### config.mk
export PLATFORM = sky130hd
export DESIGN_NAME = mem_access_ctrl_flat
export DESIGN_NICKNAME = d
export VERILOG_FILES = /design/src/rtl/mem_access_ctrl_if.sv /design/src/rtl/mem_access_ctrl.sv /design/src/flat_wrapper.sv
export SDC_FILE = /design/constraint.sdc
export NUM_CORES = 1
export LEC_CHECK = 0
export CAP_MARGIN = 20
export CORE_MARGIN = 1
export CORE_UTILIZATION = 45
export DETAILED_ROUTE_END_ITERATION = 12
export PLACE_DENSITY = 0.93
export REMOVE_ABC_BUFFERS = 1
export SLEW_MARGIN = 10
export SYNTH_ARGS = -nofsm -noshare
export SYNTH_HDL_FRONTEND = slang
export SYNTH_SLANG_ARGS = --single-unit
### constraint.sdc
create_clock -name clk -period 6.3 [get_ports clk]
set_input_delay 1.26 -clock clk [delete_from_list [all_inputs] [get_ports clk]]
set_output_delay 1.26 -clock clk [all_outputs]
set_load 0.1 [all_outputs]
### src/rtl/mem_access_ctrl_if.sv
// mem_access_ctrl_if: req/ack data bus between the MEM-stage controller and the AXI-Lite bridge
interface mem_access_ctrl_if #(parameter int ADDR_W = 32) ();
    logic              data_req;
    logic              data_wr;
    logic [1:0]        data_size;
    logic [ADDR_W-1:0] data_addr;
    logic [3:0]        data_wstrb;
    logic [31:0]       data_wdata;
    logic              data_addr_ok;
    logic              data_data_ok;
    logic [31:0]       data_rdata;
    modport master (
        output data_req, data_wr, data_size, data_addr, data_wstrb, data_wdata,
        input  data_addr_ok, data_data_ok, data_rdata
    );
    modport slave (
        input  data_req, data_wr, data_size, data_addr, data_wstrb, data_wdata,
        output data_addr_ok, data_data_ok, data_rdata
    );
endinterface

### src/rtl/mem_access_ctrl.sv
// mem_access_ctrl: MEM-stage load/store controller issuing req/ack bus accesses and holding the pipeline
module mem_access_ctrl #(
    parameter int ADDR_W = 32
) (
    input  logic                 clk,
    input  logic                 rst,
    input  logic [7:0]           mem_alu_op,
    input  logic [31:0]          mem_mem_addr,
    input  logic [31:0]          mem_operand_2,
    input  logic [31:0]          mem_reg_write_data,
    input  logic [4:0]           mem_reg_write_addr,
    input  logic                 mem_reg_write_en,
    input  logic [5:0]           stall,
    output logic [31:0]          wb_reg_write_data,
    output logic [4:0]           wb_reg_write_addr,
    output logic                 wb_reg_write_en,
    output logic                 stall_req,
    output logic                 addr_err_load,
    output logic                 addr_err_store,
    mem_access_ctrl_if.master    bus
);
    localparam logic [7:0] EXE_LB_OP  = 8'b1110_0000;
    localparam logic [7:0] EXE_LH_OP  = 8'b1110_0001;
    localparam logic [7:0] EXE_LW_OP  = 8'b1110_0011;
    localparam logic [7:0] EXE_LBU_OP = 8'b1110_0100;
    localparam logic [7:0] EXE_LHU_OP = 8'b1110_0101;
    localparam logic [7:0] EXE_SB_OP  = 8'b1110_1000;
    localparam logic [7:0] EXE_SH_OP  = 8'b1110_1001;
    localparam logic [7:0] EXE_SW_OP  = 8'b1110_1011;
    localparam logic       STOP       = 1'b1;

    typedef enum logic [1:0] {S_IDLE, S_REQ, S_WAIT, S_DONE} state_e;
    state_e            state_q, state_d;
    logic              req_q, req_d, wr_q, wr_d;
    logic [1:0]        size_q, size_d;
    logic [ADDR_W-1:0] addr_q, addr_d;
    logic [3:0]        wstrb_q, wstrb_d, st_wstrb;
    logic [31:0]       wdata_q, wdata_d, rdata_q, rdata_d, st_wdata;
    logic [31:0]       b_sh, h_sh, ld_res;
    logic              is_byte, is_half, is_word, is_load, is_store, misalign, issue, done;
    logic              unused_stall;

    assign unused_stall = ^{stall[5], stall[3:0]};

    always_comb begin
        is_byte  = mem_alu_op inside {EXE_LB_OP, EXE_LBU_OP, EXE_SB_OP};
        is_half  = mem_alu_op inside {EXE_LH_OP, EXE_LHU_OP, EXE_SH_OP};
        is_word  = mem_alu_op inside {EXE_LW_OP, EXE_SW_OP};
        is_load  = mem_alu_op inside {EXE_LB_OP, EXE_LBU_OP, EXE_LH_OP, EXE_LHU_OP, EXE_LW_OP};
        is_store = mem_alu_op inside {EXE_SB_OP, EXE_SH_OP, EXE_SW_OP};
        misalign = (is_half & mem_mem_addr[0]) | (is_word & |mem_mem_addr[1:0]);
        issue    = !rst & (state_q == S_IDLE) & (is_load | is_store) & !misalign;
        done     = state_q == S_DONE;
        st_wdata = is_byte ? {4{mem_operand_2[7:0]}} : is_half ? {2{mem_operand_2[15:0]}} : mem_operand_2;
        st_wstrb = is_byte ? 4'b0001 << mem_mem_addr[1:0] : is_half ? (mem_mem_addr[1] ? 4'b1100 : 4'b0011) : 4'b1111;
    end

    // Load lanes are picked from the address captured at issue, against the latched response word.
    always_comb begin
        b_sh   = rdata_q >> {addr_q[1:0], 3'b000};
        h_sh   = rdata_q >> {addr_q[1], 4'b0000};
        ld_res = mem_alu_op == EXE_LB_OP  ? {{24{b_sh[7]}}, b_sh[7:0]} :
                 mem_alu_op == EXE_LBU_OP ? {24'b0, b_sh[7:0]} :
                 mem_alu_op == EXE_LH_OP  ? {{16{h_sh[15]}}, h_sh[15:0]} :
                 mem_alu_op == EXE_LHU_OP ? {16'b0, h_sh[15:0]} : rdata_q;
    end

    always_comb begin
        state_d = state_q;
        req_d   = req_q;
        wr_d    = wr_q;
        size_d  = size_q;
        addr_d  = addr_q;
        wstrb_d = wstrb_q;
        wdata_d = wdata_q;
        rdata_d = rdata_q;
        case (state_q)
            S_IDLE: if (issue) begin
                state_d = S_REQ;
                req_d   = 1'b1;
                wr_d    = is_store;
                size_d  = is_byte ? 2'd0 : is_half ? 2'd1 : 2'd2;
                addr_d  = mem_mem_addr[ADDR_W-1:0];
                wstrb_d = is_store ? st_wstrb : 4'b0000;
                wdata_d = is_store ? st_wdata : 32'b0;
            end
            S_REQ: if (bus.data_addr_ok) begin
                req_d   = 1'b0;
                state_d = bus.data_data_ok ? S_DONE : S_WAIT;
                rdata_d = bus.data_data_ok ? bus.data_rdata : rdata_q;
            end
            S_WAIT: if (bus.data_data_ok) begin
                state_d = S_DONE;
                rdata_d = bus.data_rdata;
            end
            default: state_d = stall[4] == STOP ? S_DONE : S_IDLE;
        endcase
    end

    always_ff @(posedge clk) begin
        if (rst) begin
            state_q <= S_IDLE;
            req_q   <= 1'b0;
            wr_q    <= 1'b0;
            size_q  <= 2'd0;
            addr_q  <= '0;
            wstrb_q <= 4'b0;
            wdata_q <= 32'b0;
            rdata_q <= 32'b0;
        end else begin
            state_q <= state_d;
            req_q   <= req_d;
            wr_q    <= wr_d;
            size_q  <= size_d;
            addr_q  <= addr_d;
            wstrb_q <= wstrb_d;
            wdata_q <= wdata_d;
            rdata_q <= rdata_d;
        end
    end

    assign bus.data_req       = req_q;
    assign bus.data_wr        = wr_q;
    assign bus.data_size      = size_q;
    assign bus.data_addr      = addr_q;
    assign bus.data_wstrb     = wstrb_q;
    assign bus.data_wdata     = wdata_q;
    assign stall_req          = issue | (state_q == S_REQ) | (state_q == S_WAIT);
    assign addr_err_load      = !rst & is_load & misalign;
    assign addr_err_store     = !rst & is_store & misalign;
    assign wb_reg_write_addr  = rst ? 5'd0 : mem_reg_write_addr;
    assign wb_reg_write_en    = !rst & mem_reg_write_en & !misalign & (!is_load | done);
    assign wb_reg_write_data  = rst ? 32'b0 : (is_load & done) ? ld_res : mem_reg_write_data;
endmodule

### src/flat_wrapper.sv
// flat-port wrapper written by rule: the top's interface ports become plain ports
module mem_access_ctrl_flat 
#(
    parameter int ADDR_W = 32
)
  (clk, rst, mem_alu_op, mem_mem_addr, mem_operand_2, mem_reg_write_data, mem_reg_write_addr, mem_reg_write_en, stall, wb_reg_write_data, wb_reg_write_addr, wb_reg_write_en, stall_req, addr_err_load, addr_err_store, bus_data_req, bus_data_wr, bus_data_size, bus_data_addr, bus_data_wstrb, bus_data_wdata, bus_data_addr_ok, bus_data_data_ok, bus_data_rdata);
  mem_access_ctrl_if #(.ADDR_W(ADDR_W)) bus_i ();
  input  logic clk;
  input  logic rst;
  input  logic [7:0] mem_alu_op;
  input  logic [31:0] mem_mem_addr;
  input  logic [31:0] mem_operand_2;
  input  logic [31:0] mem_reg_write_data;
  input  logic [4:0] mem_reg_write_addr;
  input  logic mem_reg_write_en;
  input  logic [5:0] stall;
  output logic [31:0] wb_reg_write_data;
  output logic [4:0] wb_reg_write_addr;
  output logic wb_reg_write_en;
  output logic stall_req;
  output logic addr_err_load;
  output logic addr_err_store;
  output wire logic [$bits(bus_i.data_req)-1:0] bus_data_req;
  output wire logic [$bits(bus_i.data_wr)-1:0] bus_data_wr;
  output wire logic [$bits(bus_i.data_size)-1:0] bus_data_size;
  output wire logic [$bits(bus_i.data_addr)-1:0] bus_data_addr;
  output wire logic [$bits(bus_i.data_wstrb)-1:0] bus_data_wstrb;
  output wire logic [$bits(bus_i.data_wdata)-1:0] bus_data_wdata;
  input wire logic [$bits(bus_i.data_addr_ok)-1:0] bus_data_addr_ok;
  input wire logic [$bits(bus_i.data_data_ok)-1:0] bus_data_data_ok;
  input wire logic [$bits(bus_i.data_rdata)-1:0] bus_data_rdata;
  assign bus_data_req = bus_i.data_req;
  assign bus_data_wr = bus_i.data_wr;
  assign bus_data_size = bus_i.data_size;
  assign bus_data_addr = bus_i.data_addr;
  assign bus_data_wstrb = bus_i.data_wstrb;
  assign bus_data_wdata = bus_i.data_wdata;
  assign bus_i.data_addr_ok = bus_data_addr_ok;
  assign bus_i.data_data_ok = bus_data_data_ok;
  assign bus_i.data_rdata = bus_data_rdata;
  mem_access_ctrl #(.ADDR_W(ADDR_W)) u_core (.clk(clk), .rst(rst), .mem_alu_op(mem_alu_op), .mem_mem_addr(mem_mem_addr), .mem_operand_2(mem_operand_2), .mem_reg_write_data(mem_reg_write_data), .mem_reg_write_addr(mem_reg_write_addr), .mem_reg_write_en(mem_reg_write_en), .stall(stall), .wb_reg_write_data(wb_reg_write_data), .wb_reg_write_addr(wb_reg_write_addr), .wb_reg_write_en(wb_reg_write_en), .stall_req(stall_req), .addr_err_load(addr_err_load), .addr_err_store(addr_err_store), .bus(bus_i));
endmodule
==> impl_results.md, run 1 <==
* Reg2Reg Setup Slack at 4420 ps
* Clock root buffer: clkbuf_16
* Max IR drop VDD at 0.122 mV
* Final Hold Viols at 0
* DIE WIDTH at 113 um
* Core area at 12,000 sq um
* Status: complete, no violations
* Clk pin slew, worst setup/hold paths at 70 ps
* Ant diodes at 0
* Slew HR at 31.5%
* CP Depth at 7
* Die height at 113 um
* CP top delay family: buffers and inverters
* Mapped Cells at 683
* GP Congestion at 0.860
* Fill count at 851
* Worst hold margin at 454 ps
* Final instance area at 8720 sq um
* Vias in the first global route at 5,817
* Vias at 5,991
* Top layer in use: met4
* WL/cell at 17.3 um
* Commonest non-fill, non-tap cells in the layout: clkdlybuf4s50_1, nand2_1, dfxtp_1
* HPWL Detailed at 13,200 um
* Area Growth Syn to Fin at 58.2%
* PwrDens at 198 nW/um^2
* Hold Startpoint: u_core.bus.data_size[0]$_SDFFE_PP0P_
* Fmax at 195 MHz
* CP max FO at 23
* CP max-delay cell: clkdlybuf4s50_1
* Num CTS Buffers at 9
* Post-CTS Setup Inserts at 0
* CP Data Arrival Time at 3880 ps
* Post-route ant nets at 0
* H-tree depth at 3
* Clk_lat worst skew at 350 ps
* Initial core utilization at 46.1%
* Avg Cell Area, Syn at 8.07 sq um
* Slew Limit Fails at 0
* Final cell count without fillers at 1,059
* Critical path type: in -> out
* Finish-stage setup viols at 0
* Hold Crit Class: reg -> reg
* Yosys reg bits at 106
* Min Clock Period, post-route at 5140 ps
* Worst reg2reg startpoint: u_core.state_q[0]$_SDFFE_PP0P_
* Area of the multi-input gates at 3100 sq um
* # DRC at 0
* Number of max-cap violations at 0
* Initial antenna violation count at 0
* Metal2 WL at 8850 um
* Metal3 WL at 1620 um
* Post-DP Area at 8440 sq um
* Nets at 1,065
* Largest net degree at the start of global routing at 71
* Ys flop type: dfxtp_1
* Cts repair resizes at 0
* Wirelength, routed at 18,300 um
* Pleak at 3.08 nW
* Commonest non-fill, non-tap cell in the layout: clkdlybuf4s50_1
* Sequential area share after synthesis at 38.5%
* Synth unique cells at 51
* Reg area at 2120 sq um
* Clock Skew at 6.63 ps
* Share of cells above drive strength 1 at 13.0%
* Crit path launch type: input port
* First-pass GRT wire length at 28,600 um
* Fin crit share at 81.5%
* Mapped Area at 5510 sq um
* Crit path launch: mem_alu_op[1]
* TritonCTS clock tree: done
* Cts hold-fix bufs at 0
* All-Layer GR Usage at 28.5%
* Clk sinks at 106
* I/O Pins at 265
* Worst Max-Slew Pin Slew at 1020 ps
* CP required at 5040 ps
* Cell Count Post-Placement at 1,044
* IO buf count at 259
* CP peak stage delay at 670 ps
* Die ar. at 12,700 sq um
* Finished Core Util at 72.9%
* Number of enable flip-flop cells after synthesis at 0
* Clk buf depth at 2
* Met1 WL at 7300 um
* Vias per cell at 5.66
* Reg-to-Reg End: u_core.bus.data_wstrb[1]$_SDFFE_PP0P_
* Kind of end point of the critical path: output port
* Worst setup path end: wb_reg_write_data[11]
* CP Cell Sequence: clkdlybuf4s50_1 -> or4_1 -> buf_4 -> o31ai_4 -> a21oi_1 -> nor3_1 -> buf_12
* Post-route setup TNS at 0 ps
* Drt first pass iters at 5
* DRT iter0 DRCs at 411
* Buf/Inv on CP at 3
* Asr flop ratio synth at 0%
* GRT overflow at 0
* Row count at 40
* RSZ-0062 raised after global routing: false
* Worst reg-to-reg path cell count at 7
* Synth warn at 0
power by group:
part / switching, mW / leakage [nW] / internal [mW] / total, mW
sequential: 0.0187 / 0.854 / 0.692 / 0.710
clock: 0.256 / 0.124 / 0.267 / 0.524
combinational: 0.287 / 2.11 / 0.201 / 0.488
cell families (layout without fill, tap and decap cells):
kind of cell | count (synthesis) | in the layout | share of synthesized area [%]
compound gates | 194 | 194 | 22.8
fa+ha+maj | 4 | 4 | 0.908
buf+inv | 66 | 295 | 5.27
flops | 106 | 106 | 38.5
mux | 50 | 50 | 11.7
simple gates | 263 | 263 | 20.8
flip-flops by register name, summed over array words and instances, names as in the netlist:
signal and count:
u_core.bus.data_addr 32, u_core.bus.data_wdata 32, u_core.rdata_q 32, u_core.bus.data_wstrb 4, u_core.bus.data_size 2, u_core.state_q 2, u_core.bus.data_req 1, u_core.bus.data_wr 1
synth_stat cells, drive strengths merged (3+ instances only):
cell,n,share of area [%]
a211oi,18,3.4
a21o,7,0.95
a21oi,92,8.4
a22oi,24,3.3
buf,22,2.3
clkbuf,36,2.5
dfxtp,106,39
ha,4,0.91
inv,8,0.54
mux2,25,5.6
mux2i,18,3.3
mux4,7,2.9
nand2,162,11
nand2b,3,0.48
nand3,4,0.36
nor2,60,4.2
nor2b,5,0.57
nor3,11,1.2
o211ai,11,1.5
o21ai,26,2.4
o22ai,3,0.34
o31ai,4,0.79
or4,4,0.61
layout make-up:
cell class	instances	share of cell area (%)
tap	147	2.11
inverter	8	0.344
sequential	106	24.3
clock inverter	5	0.474
clock buffer	9	2.58
multi-input combinational	511	35.6
timing repair buffer	273	34.6
worst register-to-register path, cell delays in order, from the launching register on:
cell,delay (ps)
dfxtp_1,330
inv_1,100
ha_1,250
nand2b_1,130
nor4_4,240
buf_4,410
o211ai_1,190
a21oi_1,170
per-stage QoR:
step | power (mW) | setup slack (ps)
2_1_floorplan | 0.988 | 110
5_1_grt | 1.80 | 1010
3_3_place_gp | 1.20 | 1210
6_report | 1.72 | 1160
3_5_place_dp | 1.21 | 1140
4_1_cts | 1.72 | 1170
worst min path at each step:
stage | endpoint | cells past startpoint
after CTS | u_core.bus.data_size[0]$_SDFFE_PP0P_ | 2
after global routing | u_core.bus.data_wdata[28]$_SDFFE_PP0P_ | 2
after detailed placement | u_core.bus.data_size[0]$_SDFFE_PP0P_ | 2
final | u_core.bus.data_size[0]$_SDFFE_PP0P_ | 2
after floorplan | u_core.rdata_q[10]$_SDFFE_PP0P_ | 2
after global placement | u_core.bus.data_size[0]$_SDFFE_PP0P_ | 2
per-layer routing:
layer  vias to the layer above  track usage, %
met3                        49            8.26
met5                         -               0
met2                       297            48.1
li1                       2826               -
met1                      2819            33.2
met4                         0            14.0
No activity file was read; power rests on OpenSTA's default activity.
==> run 2, diff against run 1 <==
--- a/config.mk
+++ b/config.mk
@@ -7,9 +7,9 @@
 export LEC_CHECK = 0
 export CAP_MARGIN = 20
 export CORE_MARGIN = 1
-export CORE_UTILIZATION = 45
+export CORE_UTILIZATION = 41
 export DETAILED_ROUTE_END_ITERATION = 12
-export PLACE_DENSITY = 0.93
+export PLACE_DENSITY = 0.87
 export REMOVE_ABC_BUFFERS = 1
 export SLEW_MARGIN = 10
 export SYNTH_ARGS = -nofsm -noshare
==> constraint.sdc (replaced) <==
create_clock -name clk -period 5.2 [get_ports clk]
set_input_delay 1.04 -clock clk [delete_from_list [all_inputs] [get_ports clk]]
set_output_delay 1.04 -clock clk [all_outputs]
set_load 0.1 [all_outputs]
==> run 2 against run 1 <==
  * Global-route usage fell by 2.4 points
  * Critical path depth did not move
  * Routed wire length rose by 0.37%
  * Final area rose by 1.5%
  * Combinational power rose by 24%
  * Sequential cell count did not move
  * Worst setup slack got worse by 710 ps
  * Via count fell by 2.7%
  * Clock power rose by 34%
  * Register-to-register slack got worse by 1000 ps
  * Clock skew rose by 3.2 ps
  * Final cell count rose by 2.7%
==> impl_results.md, run 2 (same netlist as run 1, synthesis figures left out) <==
* Reg area at 2120 sq um
* Clk sinks at 106
* Fmax at 211 MHz
* Wirelength, routed at 18,400 um
* Largest net degree at the start of global routing at 74
* CP Data Arrival Time at 3700 ps
* Final worst slack at 459 ps
* Commonest non-fill, non-tap cell in the layout: clkdlybuf4s50_1
* Post-route ant nets at 0
* IO buf count at 259
* Setup WS pre-CTS at 451 ps
* Initial antenna violation count at 1
* Core area at 12,900 sq um
* Post-CTS Setup Inserts at 0
* Initial core utilization at 42.8%
* RSZ-0062 raised after global routing: false
* Pleak at 3.12 nW
* Kind of end point of the critical path: output port
* Num CTS Buffers at 9
* Crit path launch type: input port
* TritonCTS clock tree: done
* Max IR drop VDD at 0.162 mV
* Clk buf depth at 2
* Clock Skew at 9.84 ps
* Commonest non-fill, non-tap cells in the layout: clkdlybuf4s50_1, nand2_1, dfxtp_1
* Drt first pass iters at 5
* Cts repair resizes at 0
* Final Hold Viols at 0
* Clk_lat worst skew at 350 ps
* Most Crowded Layer GR: met2
* H-tree depth at 3
* Hold Crit Class: reg -> reg
* Worst hold margin at 452 ps
* Slew Limit Fails at 0
* Vias in the first global route at 5,778
* DIE WIDTH at 118 um
* Share of cells above drive strength 1 at 13.2%
* HPWL Detailed at 13,100 um
* All-Layer GR Usage at 26.1%
* Area of the multi-input gates at 3100 sq um
* Die ar. at 13,900 sq um
* GP Congestion at 0.821
* Post-DP Area at 8530 sq um
* CP max FO at 17
* GR met2 Demand/Resource at 46.7%
* Final cell count without fillers at 1,088
* CP required at 4160 ps
* Vias per cell at 5.36
* Fill count at 988
* Status: complete, no violations
* Die height at 118 um
* Final instance area at 8850 sq um
* Slew HR at 30.4%
* Row count at 41
* Worst Max-Slew Pin Slew at 1040 ps
* Area Growth Syn to Fin at 60.6%
* Cell Count Post-Placement at 1,070
* Nets at 1,066
* PwrDens at 245 nW/um^2
* Post-route setup TNS at 0 ps
* Met3 usage at 7.32%
* Finish-stage setup viols at 0
* Vias at 5,829
* GRT overflow at 0
* Reg2Reg Setup Slack at 3370 ps
* DRT iter0 DRCs at 390
* Number of max-cap violations at 0
* Fin crit share at 91.2%
* Met1 Use GR at 29.4%
* Clock root buffer: clkbuf_16
* WL/cell at 16.9 um
* Min Clock Period, post-route at 4740 ps
* I/O Pins at 265
* Cts hold-fix bufs at 0
* Critical path type: in -> out
* Clk pin slew, worst setup/hold paths at 70 ps
* First-pass GRT wire length at 29,200 um
* # DRC at 0
## run 2: worst paths after layout
check	start	endpoint	depth (start not counted)
max	mem_alu_op[2]	wb_reg_write_data[18]	7
min reg2reg	u_core.bus.data_wstrb[1]$_SDFFE_PP0P_	u_core.bus.data_wstrb[1]$_SDFFE_PP0P_	2
min	u_core.bus.data_wstrb[1]$_SDFFE_PP0P_	u_core.bus.data_wstrb[1]$_SDFFE_PP0P_	2
max reg2reg	u_core.state_q[0]$_SDFFE_PP0P_	u_core.bus.data_wdata[8]$_SDFFE_PP0P_	6
## run 2: cell type report
cell class | instances | area share (%)
Sequential cell | 106 | 24.0
Clock inverter | 6 | 0.849
Clock buffer | 10 | 2.59
Antenna cell | 1 | 0.0283
Timing Repair Buffer | 274 | 34.7
Inverter | 8 | 0.339
Tap cell | 172 | 2.43
Multi-Input combinational cell | 511 | 35.1
## run 2: per-stage QoR
stage / util (%) / total power [mW]
floorplan: - / 1.20
global placement: 66.2 / 1.47
detailed placement: 66.2 / 1.48
CTS: 68.6 / 2.18
global route: 68.7 / 2.25
finish: 68.7 / 2.17
## run 2: critical path, stage by stage
cell             delay (ps)
clkdlybuf4s50_1         580
nand2b_4                250
a21o_1                  210
or3_1                   580
nor2_4                  550
a211oi_1                250
buf_12                  230
## run 2: where the power goes
part | switching [mW] | total [mW] | internal, mW
Sequential | 0.0227 | 0.861 | 0.838
Clock | 0.322 | 0.703 | 0.381
Combinational | 0.349 | 0.606 | 0.256
Total | 0.694 | 2.17 | 1.48
## run 2: routing by layer
| layer | vias up | part of all wire, % |
|---|---|---|
| met5 | - | 0 |
| met4 | 0 | 1.7 |
| met3 | 25 | 7.2 |
| met2 | 242 | 51 |
| met1 | 2727 | 40 |
| li1 | 2835 | - |
==> run 3, diff against run 2 <==
--- a/config.mk
+++ b/config.mk
@@ -5,7 +5,7 @@
 export SDC_FILE = /design/constraint.sdc
 export NUM_CORES = 1
 export LEC_CHECK = 0
-export CAP_MARGIN = 20
+export CAP_MARGIN = 25
 export CORE_MARGIN = 1
 export CORE_UTILIZATION = 41
 export DETAILED_ROUTE_END_ITERATION = 12
==> constraint.sdc (replaced) <==
create_clock -name clk -period 5.2 [get_ports clk]
set_input_delay 1.04 -clock clk [delete_from_list [all_inputs] [get_ports clk]]
set_output_delay 1.04 -clock clk [all_outputs]
set_load 0.05 [all_outputs]
==> run 3 against run 2 <==
  * Combinational power shrank 14%
  * Worst setup slack improved by 53 ps
  * Global-route usage down 0.17 points
  * Die area unchanged
  * Sequential cell count stayed put
  * Critical path depth unchanged
  * Critical endpoint unchanged
  * Core utilization is 0.21 points lower
  * Worst hold slack got worse by 1.0 ps
  * Clock power down 2%
==> impl_results.md, run 3 (same netlist as run 1, synthesis figures left out) <==
* H-tree depth at 3
* Die height at 118 um
* Final instance area at 8820 sq um
* Reg area at 2120 sq um
* PwrDens at 235 nW/um^2
* CP required at 4160 ps
* CP peak stage delay at 590 ps
* Vias per cell at 5.42
* Post-route ant nets at 0
* Post-route setup TNS at 0 ps
* Pleak at 3.12 nW
* First-pass GRT wire length at 28,900 um
* PnR Total Power at 2.07 mW
* Clk_lat worst skew at 350 ps
* CP Data Arrival Time at 3650 ps
* Drt first pass iters at 5
* Cts repair resizes at 0
* Buf/Inv on CP at 2
* Clock Skew at 8.26 ps
* DIE WIDTH at 118 um
* I/O Pins at 265
* All-Layer GR Usage at 25.9%
* Post-DP Area at 8520 sq um
* Nets at 1,066
* Share of cells above drive strength 1 at 13.1%
* Status: complete, no violations
* Finish-stage setup viols at 0
* Critical path type: in -> out
* Die ar. at 13,900 sq um
* Clock root buffer: clkbuf_16
* Area of the multi-input gates at 3100 sq um
* Largest net degree at the start of global routing at 71
* Vias in the first global route at 5,765
* Clk sinks at 106
* CP Cell Sequence: clkdlybuf4s50_1 -> nand2b_4 -> a21o_1 -> or3_1 -> nor2_4 -> a211oi_1 -> buf_12
* Crit path launch type: input port
* Slew Limit Fails at 0
* TritonCTS clock tree: done
* Ant diodes at 0
* WL/cell at 16.8 um
* CP max FO at 17
* RSZ-0062 raised after global routing: false
* Clk pin slew, worst setup/hold paths at 70 ps
* Number of max-cap violations at 0
* Num CTS Buffers at 9
* Area Growth Syn to Fin at 60.1%
* Cts hold-fix bufs at 0
* Initial core utilization at 42.8%
* Post-CTS Setup Inserts at 0
* Core area at 12,900 sq um
* HPWL Detailed at 12,900 um
* Max IR drop VDD at 0.191 mV
* CP top delay family: simple AND/OR/NAND/NOR gates
* Wirelength, routed at 18,300 um
* GP Congestion at 0.815
* CP max-delay cell: or3_1
* GRT overflow at 0
* Fill count at 1,006
* Vias at 5,884
* Reg2Reg Setup Slack at 3240 ps
* Commonest non-fill, non-tap cell in the layout: clkdlybuf4s50_1
* Min Clock Period, post-route at 4690 ps
* Slew HR at 50.8%
* Row count at 41
* Fmax at 213 MHz
* Final Hold Viols at 0
* DRT iter0 DRCs at 413
* Kind of end point of the critical path: output port
* Hold Crit Class: reg -> reg
* Fin crit share at 90.2%
* Worst Max-Slew Pin Slew at 737 ps
* Clk buf depth at 2
* IO buf count at 259
* # DRC at 0
* Commonest non-fill, non-tap cells in the layout: clkdlybuf4s50_1, nand2_1, dfxtp_1
* Initial antenna violation count at 0
run 3: cell count changes in the layout (fill, tap and decap cells not counted), sizes merged:
cell	delta
clkinvlp	-1
diode	-1
inv	-1
run 3: through the flow:
| step | utilization [%] | std cells | setup WS [ps] | hold slack, ps |
|---|---|---|---|---|
| CTS | 68.4 | 1084 | 521 | 455 |
| floorplan | - | 625 | 490 | 437 |
| detailed placement | 66.2 | 1070 | 509 | 446 |
| global placement | 66.0 | 1069 | 509 | 439 |
| global route | 68.5 | 1085 | 419 | 474 |
| finish | 68.5 | 1085 | 511 | 451 |
run 3: where the power goes:
part           switching [mW]  total, mW  internal, mW
clock                   0.307      0.690         0.383
sequential             0.0233      0.862         0.838
combinational           0.262      0.519         0.257
run 3: path summary, 6_finish.rpt:
| kind | from | to | depth (start not counted) |
|---|---|---|---|
| max | mem_alu_op[2] | wb_reg_write_data[18] | 7 |
| max reg2reg | u_core.state_q[1]$_SDFFE_PP0P_ | u_core.rdata_q[5]$_SDFFE_PP0P_ | 7 |
| min reg2reg | u_core.bus.data_wstrb[1]$_SDFFE_PP0P_ | u_core.bus.data_wstrb[1]$_SDFFE_PP0P_ | 2 |
| min | u_core.bus.data_wstrb[1]$_SDFFE_PP0P_ | u_core.bus.data_wstrb[1]$_SDFFE_PP0P_ | 2 |
run 3: layer usage:
metal	up-vias	GRT usage (%)	part of all wire (%)
met5	-	0	0
met4	0	9.21	2.1
met3	32	7.75	7.8
met2	255	46.7	51
met1	2767	28.6	40
li1	2830	-	-
run 3: area by class of cell:
| type | instances | area share, % |
|---|---|---|
| multi-input combinational | 511 | 35.2 |
| tap | 172 | 2.44 |
| inverter | 8 | 0.340 |
| sequential | 106 | 24.1 |
| clock buffer | 10 | 2.71 |
| timing repair buffer | 274 | 34.7 |
| clock inverter | 4 | 0.596 |
run 3: worst register-to-register path, delay by kind of cell (launching register included):
family | cells | cell delay [ps]
simple gates | 2 | 550
buf+inv | 2 | 430
flops | 1 | 360
compound gates | 2 | 330
fa+ha+maj | 1 | 220
